File: src/rtl/des_pkg.sv
// des_pkg: DES permutation tables and helpers, S-boxes, key shift schedules and FSM state encoding
package des_pkg;
  typedef enum logic [1:0] {IDLE, CRYPT, DONE} state_t;
  localparam int IP_T [64] = '{58, 50, 42, 34, 26, 18, 10, 2, 60, 52, 44, 36, 28, 20, 12, 4,
                               62, 54, 46, 38, 30, 22, 14, 6, 64, 56, 48, 40, 32, 24, 16, 8,
                               57, 49, 41, 33, 25, 17, 9, 1, 59, 51, 43, 35, 27, 19, 11, 3,
                               61, 53, 45, 37, 29, 21, 13, 5, 63, 55, 47, 39, 31, 23, 15, 7};
  localparam int FP_T [64] = '{40, 8, 48, 16, 56, 24, 64, 32, 39, 7, 47, 15, 55, 23, 63, 31,
                               38, 6, 46, 14, 54, 22, 62, 30, 37, 5, 45, 13, 53, 21, 61, 29,
                               36, 4, 44, 12, 52, 20, 60, 28, 35, 3, 43, 11, 51, 19, 59, 27,
                               34, 2, 42, 10, 50, 18, 58, 26, 33, 1, 41, 9, 49, 17, 57, 25};
  localparam int E_T [48] = '{32, 1, 2, 3, 4, 5, 4, 5, 6, 7, 8, 9, 8, 9, 10, 11, 12, 13, 12, 13, 14, 15, 16, 17,
                              16, 17, 18, 19, 20, 21, 20, 21, 22, 23, 24, 25, 24, 25, 26, 27, 28, 29, 28, 29, 30, 31, 32, 1};
  localparam int P_T [32] = '{16, 7, 20, 21, 29, 12, 28, 17, 1, 15, 23, 26, 5, 18, 31, 10,
                              2, 8, 24, 14, 32, 27, 3, 9, 19, 13, 30, 6, 22, 11, 4, 25};
  localparam int PC1_T [56] = '{57, 49, 41, 33, 25, 17, 9, 1, 58, 50, 42, 34, 26, 18,
                                10, 2, 59, 51, 43, 35, 27, 19, 11, 3, 60, 52, 44, 36,
                                63, 55, 47, 39, 31, 23, 15, 7, 62, 54, 46, 38, 30, 22,
                                14, 6, 61, 53, 45, 37, 29, 21, 13, 5, 28, 20, 12, 4};
  localparam int PC2_T [48] = '{14, 17, 11, 24, 1, 5, 3, 28, 15, 6, 21, 10, 23, 19, 12, 4, 26, 8, 16, 7, 27, 20, 13, 2,
                                41, 52, 31, 37, 47, 55, 30, 40, 51, 45, 33, 48, 44, 49, 39, 56, 34, 53, 46, 42, 50, 36, 29, 32};
  localparam int SHL [16] = '{1, 1, 2, 2, 2, 2, 2, 2, 1, 2, 2, 2, 2, 2, 2, 1};
  localparam int SHR [16] = '{0, 1, 2, 2, 2, 2, 2, 2, 1, 2, 2, 2, 2, 2, 2, 1};
  localparam int SBOX [8][64] = '{
    '{14, 4, 13, 1, 2, 15, 11, 8, 3, 10, 6, 12, 5, 9, 0, 7, 0, 15, 7, 4, 14, 2, 13, 1, 10, 6, 12, 11, 9, 5, 3, 8,
      4, 1, 14, 8, 13, 6, 2, 11, 15, 12, 9, 7, 3, 10, 5, 0, 15, 12, 8, 2, 4, 9, 1, 7, 5, 11, 3, 14, 10, 0, 6, 13},
    '{15, 1, 8, 14, 6, 11, 3, 4, 9, 7, 2, 13, 12, 0, 5, 10, 3, 13, 4, 7, 15, 2, 8, 14, 12, 0, 1, 10, 6, 9, 11, 5,
      0, 14, 7, 11, 10, 4, 13, 1, 5, 8, 12, 6, 9, 3, 2, 15, 13, 8, 10, 1, 3, 15, 4, 2, 11, 6, 7, 12, 0, 5, 14, 9},
    '{10, 0, 9, 14, 6, 3, 15, 5, 1, 13, 12, 7, 11, 4, 2, 8, 13, 7, 0, 9, 3, 4, 6, 10, 2, 8, 5, 14, 12, 11, 15, 1,
      13, 6, 4, 9, 8, 15, 3, 0, 11, 1, 2, 12, 5, 10, 14, 7, 1, 10, 13, 0, 6, 9, 8, 7, 4, 15, 14, 3, 11, 5, 2, 12},
    '{7, 13, 14, 3, 0, 6, 9, 10, 1, 2, 8, 5, 11, 12, 4, 15, 13, 8, 11, 5, 6, 15, 0, 3, 4, 7, 2, 12, 1, 10, 14, 9,
      10, 6, 9, 0, 12, 11, 7, 13, 15, 1, 3, 14, 5, 2, 8, 4, 3, 15, 0, 6, 10, 1, 13, 8, 9, 4, 5, 11, 12, 7, 2, 14},
    '{2, 12, 4, 1, 7, 10, 11, 6, 8, 5, 3, 15, 13, 0, 14, 9, 14, 11, 2, 12, 4, 7, 13, 1, 5, 0, 15, 10, 3, 9, 8, 6,
      4, 2, 1, 11, 10, 13, 7, 8, 15, 9, 12, 5, 6, 3, 0, 14, 11, 8, 12, 7, 1, 14, 2, 13, 6, 15, 0, 9, 10, 4, 5, 3},
    '{12, 1, 10, 15, 9, 2, 6, 8, 0, 13, 3, 4, 14, 7, 5, 11, 10, 15, 4, 2, 7, 12, 9, 5, 6, 1, 13, 14, 0, 11, 3, 8,
      9, 14, 15, 5, 2, 8, 12, 3, 7, 0, 4, 10, 1, 13, 11, 6, 4, 3, 2, 12, 9, 5, 15, 10, 11, 14, 1, 7, 6, 0, 8, 13},
    '{4, 11, 2, 14, 15, 0, 8, 13, 3, 12, 9, 7, 5, 10, 6, 1, 13, 0, 11, 7, 4, 9, 1, 10, 14, 3, 5, 12, 2, 15, 8, 6,
      1, 4, 11, 13, 12, 3, 7, 14, 10, 15, 6, 8, 0, 5, 9, 2, 6, 11, 13, 8, 1, 4, 10, 7, 9, 5, 0, 15, 14, 2, 3, 12},
    '{13, 2, 8, 4, 6, 15, 11, 1, 10, 9, 3, 14, 5, 0, 12, 7, 1, 15, 13, 8, 10, 3, 7, 4, 12, 5, 6, 11, 0, 14, 9, 2,
      7, 11, 4, 1, 9, 12, 14, 2, 0, 6, 10, 13, 15, 3, 5, 8, 2, 1, 14, 7, 4, 10, 8, 13, 15, 12, 9, 0, 3, 5, 6, 11}};
  function automatic logic [0:63] ip(input logic [0:63] d);
    for (int i = 0; i < 64; i++) ip[i] = d[6'(IP_T[i] - 1)];
  endfunction
  function automatic logic [0:63] fp(input logic [0:63] d);
    for (int i = 0; i < 64; i++) fp[i] = d[6'(FP_T[i] - 1)];
  endfunction
  function automatic logic [0:47] e(input logic [0:31] d);
    for (int i = 0; i < 48; i++) e[i] = d[5'(E_T[i] - 1)];
  endfunction
  function automatic logic [0:31] p(input logic [0:31] d);
    for (int i = 0; i < 32; i++) p[i] = d[5'(P_T[i] - 1)];
  endfunction
  function automatic logic [0:55] pc1(input logic [0:63] k);
    for (int i = 0; i < 56; i++) pc1[i] = k[6'(PC1_T[i] - 1)];
  endfunction
  function automatic logic [0:47] pc2(input logic [0:55] k);
    for (int i = 0; i < 48; i++) pc2[i] = k[6'(PC2_T[i] - 1)];
  endfunction
  // Rotates C and D halves for round g: left for encrypt, right (mirrored schedule) for decrypt.
  function automatic logic [0:55] rot(input logic [0:55] k, input logic dec, input logic [3:0] g);
    logic [27:0] c, d;
    int s;
    s = dec ? SHR[g] : SHL[g];
    c = k[0:27];
    d = k[28:55];
    return dec ? {(c >> s) | (c << (28 - s)), (d >> s) | (d << (28 - s))}
               : {(c << s) | (c >> (28 - s)), (d << s) | (d >> (28 - s))};
  endfunction
endpackage

File: src/rtl/des_round.sv
// des_round: one combinational DES Feistel round
// Ports: l, r - round input halves; k - 48-bit subkey; l_n, r_n - round output halves.
module des_round
  import des_pkg::*;
(
  input  logic [0:31] l,
  input  logic [0:31] r,
  input  logic [0:47] k,
  output logic [0:31] l_n,
  output logic [0:31] r_n
);
  logic [0:47] x;
  logic [0:5]  b;
  logic [0:31] s;
  always_comb begin
    x = e(r) ^ k;
    s = '0;
    b = '0;
    for (int i = 0; i < 8; i++) begin
      b = x[6*i +: 6];
      s[4*i +: 4] = 4'(SBOX[i][{b[0], b[5], b[1:4]}]);
    end
  end
  assign l_n = r;
  assign r_n = l ^ p(s);
endmodule

File: src/rtl/des_iter.sv
// des_iter: iterative DES core, UNROLL rounds per clock, optional TDES under DES_ITER_TDES_EN
// Ports: clk_i/reset_i (async active-low); mode_i 0=encrypt 1=decrypt; key_i, data_i, valid_i
// with accept_o handshake in; data_o, valid_o with accept_i handshake out.
// DES_ITER_TDES_EN adds tdes_i, key2_i, key3_i for three back-to-back passes.
module des_iter
  import des_pkg::*;
#(
  parameter int UNROLL = 1
) (
  input  logic        clk_i,
  input  logic        reset_i,
  input  logic        mode_i,
  input  logic [0:63] key_i,
  input  logic [0:63] data_i,
  input  logic        valid_i,
  output logic        accept_o,
  output logic [0:63] data_o,
  output logic        valid_o,
  input  logic        accept_i
`ifdef DES_ITER_TDES_EN
  ,
  input  logic        tdes_i,
  input  logic [0:63] key2_i,
  input  logic [0:63] key3_i
`endif
);
  localparam int CYC = 16 / UNROLL;
  if (UNROLL != 1 && UNROLL != 2 && UNROLL != 4 && UNROLL != 8 && UNROLL != 16) begin : g_bad_unroll
    $error("des_iter: UNROLL must be 1, 2, 4, 8 or 16");
  end
  state_t      state;
  logic [0:31] l, r;
  logic [0:55] key;
  logic        dec;
  logic [4:0]  cnt;
  logic [0:31] lc [UNROLL+1];
  logic [0:31] rc [UNROLL+1];
  logic [0:55] kc [UNROLL+1];
`ifdef DES_ITER_TDES_EN
  logic        tdes;
  logic [1:0]  pass;
  logic [0:55] key2, key_x;
`endif
  assign lc[0] = l;
  assign rc[0] = r;
  assign kc[0] = key;
  // cnt counts round-cycles left, so rounds already done = 16 - cnt*UNROLL (mod 16).
  for (genvar j = 0; j < UNROLL; j++) begin : g_rnd
    assign kc[j+1] = rot(kc[j], dec, 4'(j - int'(cnt) * UNROLL));
    des_round u_round (
      .l(lc[j]),
      .r(rc[j]),
      .k(pc2(kc[j+1])),
      .l_n(lc[j+1]),
      .r_n(rc[j+1])
    );
  end
  always_ff @(posedge clk_i or negedge reset_i)
    if (!reset_i) begin
      state    <= IDLE;
      accept_o <= 1'b1;
      valid_o  <= 1'b0;
      data_o   <= '0;
      l        <= '0;
      r        <= '0;
      key      <= '0;
      dec      <= 1'b0;
      cnt      <= '0;
`ifdef DES_ITER_TDES_EN
      tdes     <= 1'b0;
      pass     <= '0;
      key2     <= '0;
      key_x    <= '0;
`endif
    end else
      case (state)
        IDLE:
          if (valid_i && accept_o) begin
            {l, r}   <= ip(data_i);
            dec      <= mode_i;
            cnt      <= 5'(CYC);
            accept_o <= 1'b0;
            state    <= CRYPT;
`ifdef DES_ITER_TDES_EN
            key      <= pc1(tdes_i && mode_i ? key3_i : key_i);
            tdes     <= tdes_i;
            pass     <= '0;
            key2     <= pc1(key2_i);
            // Key of the third pass: k3 when encrypting, k1 when decrypting.
            key_x    <= pc1(mode_i ? key_i : key3_i);
`else
            key      <= pc1(key_i);
`endif
          end
        CRYPT:
          if (cnt == 5'd0) begin
            data_o  <= fp({r, l});
            valid_o <= 1'b1;
            state   <= DONE;
          end
`ifdef DES_ITER_TDES_EN
          // FP then IP cancel between passes, leaving only the final half swap.
          else if (tdes && cnt == 5'd1 && pass != 2'd2) begin
            l    <= rc[UNROLL];
            r    <= lc[UNROLL];
            key  <= pass == 2'd0 ? key2 : key_x;
            dec  <= ~dec;
            pass <= pass + 2'd1;
            cnt  <= 5'(CYC);
          end
`endif
          else begin
            l   <= lc[UNROLL];
            r   <= rc[UNROLL];
            key <= kc[UNROLL];
            cnt <= cnt - 5'd1;
          end
        DONE:
          if (accept_i) begin
            valid_o  <= 1'b0;
            accept_o <= 1'b1;
            state    <= IDLE;
          end
        default: state <= IDLE;
      endcase
endmodule

File: config.mk
export PLATFORM = sky130hd
export DESIGN_NAME = des_iter
export DESIGN_NICKNAME = d
export VERILOG_FILES = /design/src/rtl/des_pkg.sv /design/src/rtl/des_round.sv /design/src/rtl/des_iter.sv
export SDC_FILE = /design/constraint.sdc
export NUM_CORES = 1
export LEC_CHECK = 0
export BUFFER_PORTS_ARGS = -buffer_cell sky130_fd_sc_hd__buf_2
export CAP_MARGIN = 25
export CELL_PAD_IN_SITES_DETAIL_PLACEMENT = 0
export CELL_PAD_IN_SITES_GLOBAL_PLACEMENT = 1
export CORE_ASPECT_RATIO = 1.5
export CORE_UTILIZATION = 45
export CTS_CLUSTER_SIZE = 8
export DETAILED_ROUTE_END_ITERATION = 10
export GPL_TIMING_DRIVEN = 0
export PLACE_DENSITY_LB_ADDON = 0.1
export SYNTH_ARGS = -nofsm -noshare
export SYNTH_HDL_FRONTEND = slang
export SYNTH_HIERARCHICAL = 1
export SYNTH_SLANG_ARGS = --single-unit
File: constraint.sdc
create_clock -name clk_i -period 5.95 [get_ports clk_i]
set_input_delay 1.4875 -clock clk_i [delete_from_list [all_inputs] [get_ports clk_i]]
set_output_delay 1.4875 -clock clk_i [all_outputs]
set_load 0.02 [all_outputs]
==> impl_metrics.env <==
export IMPL_final_antenna_net_count=0
export IMPL_fin_crit_ns=5.71
export IMPL_maxCapViolations=0
export IMPL_clock_latency_ns=0.43
export IMPL_cp_top_family="compound AO/OA/AOI/OAI gates"
export IMPL_gp_congestion=0.957
export IMPL_via_per_inst=5.58
export IMPL_drc_errors=0
export IMPL_syn_area_sq_um=9550
export IMPL_met2_usage=0.473
export IMPL_grt_setup_unrepaired="no"
export IMPL_path_buf_inv=6
export IMPL_postSynthCellCount=1085
export IMPL_overflow=0
export IMPL_grt_max_degree=85
export IMPL_drt_iter0_markers=702
export IMPL_post_dp_cell_area_sq_um=10500
export IMPL_status="completed"
export IMPL_top_usage_layer="met2"
export IMPL_synth_avg_cell_area_sq_um=8.80
export IMPL_yosys_warnings=6
export IMPL_cts_hold_buf=0
export IMPL_fin_skew_ns=0.00792
export IMPL_setup_viol=0
export IMPL_grt_first_pass_wirelength_microns=45700
export IMPL_fill_cells=1991
export IMPL_worstHoldPathType="flop to flop"
export IMPL_area_growth_pct=16.8
export IMPL_cp_required_ns=6.30
export IMPL_met3_usage=0.0462
export IMPL_port_buffers=73
export IMPL_start_util=0.464
export IMPL_worst_path_largest_cell_delay_ns=0.54
export IMPL_die_w_microns=121
export IMPL_crit_chain="inv_1 -> ha_1 -> or2_2 -> a221oi_4 -> a21o_4 -> inv_6 -> buf_6 -> buf_4 -> ha_1 -> buf_1 -> mux4_2 -> nand3b_1 -> o211ai_1 -> xnor2_2 -> inv_1 -> ha_1 -> a21oi_1 -> o21ai_0 -> a21oi_2 -> xor2_1 -> nand2_1 -> a31oi_1"
export IMPL_routedWlPerCell_microns=19.5
export IMPL_ios=199
export IMPL_setup_worst_path_class="flop to flop"
export IMPL_period_share=0.960
export IMPL_clk_pin_slew_ns=0.06
export IMPL_worst_slew_pin_slew_ns=1.07
export IMPL_fmax_mhz=175
export IMPL_clockBufferDepth=2
export IMPL_dp_hpwl_microns=22500
export IMPL_htree_levels=4
export IMPL_final_area_sq_um=11200
export IMPL_slew_headroom=0.284
export IMPL_arrival_ns=6.06
export IMPL_layout_drive_gt1_share=0.232
export IMPL_coreArea_sq_um=20600
export IMPL_cts_tree="done"
export IMPL_antenna_found_initial=2
export IMPL_grtUsageTotal=0.278
export IMPL_cp_slowest_cell="mux4_2"
export IMPL_drt_pass1_iter_count=6
export IMPL_cts_made_buffers=17
export IMPL_crit_top_cell="ha_1"
export IMPL_cts_sinks=118
export IMPL_gr_usage_met1=0.320
export IMPL_dieArea_sq_um=21800
export IMPL_critical_path_max_fanout=7
export IMPL_final_max_slew_viol_count=0
export IMPL_fin_nets=1398
export IMPL_root_buffer="clkbuf_16"
export IMPL_drt_wl_total_microns=29400
export IMPL_row_count=64
export IMPL_critPathLaunchType="flop"
export IMPL_hold_violations=0
export IMPL_vias=8407
export IMPL_grt_pass1_vias=8174
export IMPL_die_h_microns=180
export IMPL_end_kind="flop"
state kept, by name, indices dropped and copies added (netlist names):
register and count:
data_o 32, valid_o 1, cnt 5, r 32, key 28, state 2
dec 1, l 16, accept_o 1
cell type report:
| type | instances | area (sq um) | area share |
|---|---|---|---|
| buffer | 157 | 951 | 0.0852 |
| clock buffer | 18 | 439 | 0.0393 |
| sequential | 118 | 2960 | 0.265 |
| tap | 264 | 330 | 0.0296 |
| timing repair buffer | 77 | 422 | 0.0378 |
| multi-input combinational | 828 | 5760 | 0.516 |
| clock inverter | 14 | 176 | 0.0158 |
| antenna | 1 | 2.50 | 0.000224 |
| inverter | 29 | 121 | 0.0109 |
per-layer routing:
metal	wire length, microns	share of wire	vias to the layer above
met2	14700	0.50	271
met4	1830	0.062	2
met1	11700	0.40	4068
li1	-	-	3978
met3	1190	0.040	88
met5	13	0.00044	-
cell usage in the layout, fill, tap and decap left out, types with 40 or more instances in the layout:
master    count
buf_2        83
buf_4        71
clkbuf_1     62
conb_1       48
dfrtp_1     116
mux2_2       40
mux2i_1      67
nand2_1     178
nand3_1      57
nor2_1       76
stage by stage:
step | hold slack [ns] | setup TNS, ns | instances | utilization | setup slack [ns]
floorplan | 0.463 | 0 | 1131 | - | 0.922
CTS | 0.501 | 0 | 1501 | 0.539 | 0.0103
detailed placement | 0.488 | -1.12 | 1469 | 0.508 | -0.569
global route | 0.522 | 0 | 1506 | 0.542 | 0.00692
global placement | 0.484 | -1.13 | 1468 | 0.506 | -0.554
finish | 0.499 | 0 | 1506 | 0.542 | 0.239
final timing paths:
kind / start / end / cells after the start / slack, ns
max: cnt[1] / r[30] / 22 / 0.24
min: data_o[55] / data_o[55] / 1 / 0.50
max reg2reg: cnt[1] / r[30] / 22 / 0.24
min reg2reg: data_o[55] / data_o[55] / 1 / 0.50
max in group asynchronous: reset_i / cnt[0] / 2 / 4.20
min in group asynchronous: reset_i / data_o[53] / 1 / 0.95
timing repair:
item                       CTS  global route
setup endpoints to repair    7             8
pin swaps                    0             3
gates resized for setup      3             7
buffers inserted             0             3
gates cloned                 0             1
Power is not shown: default switching activity piles up to over one toggle a cycle in this logic, so the estimate is an artifact.
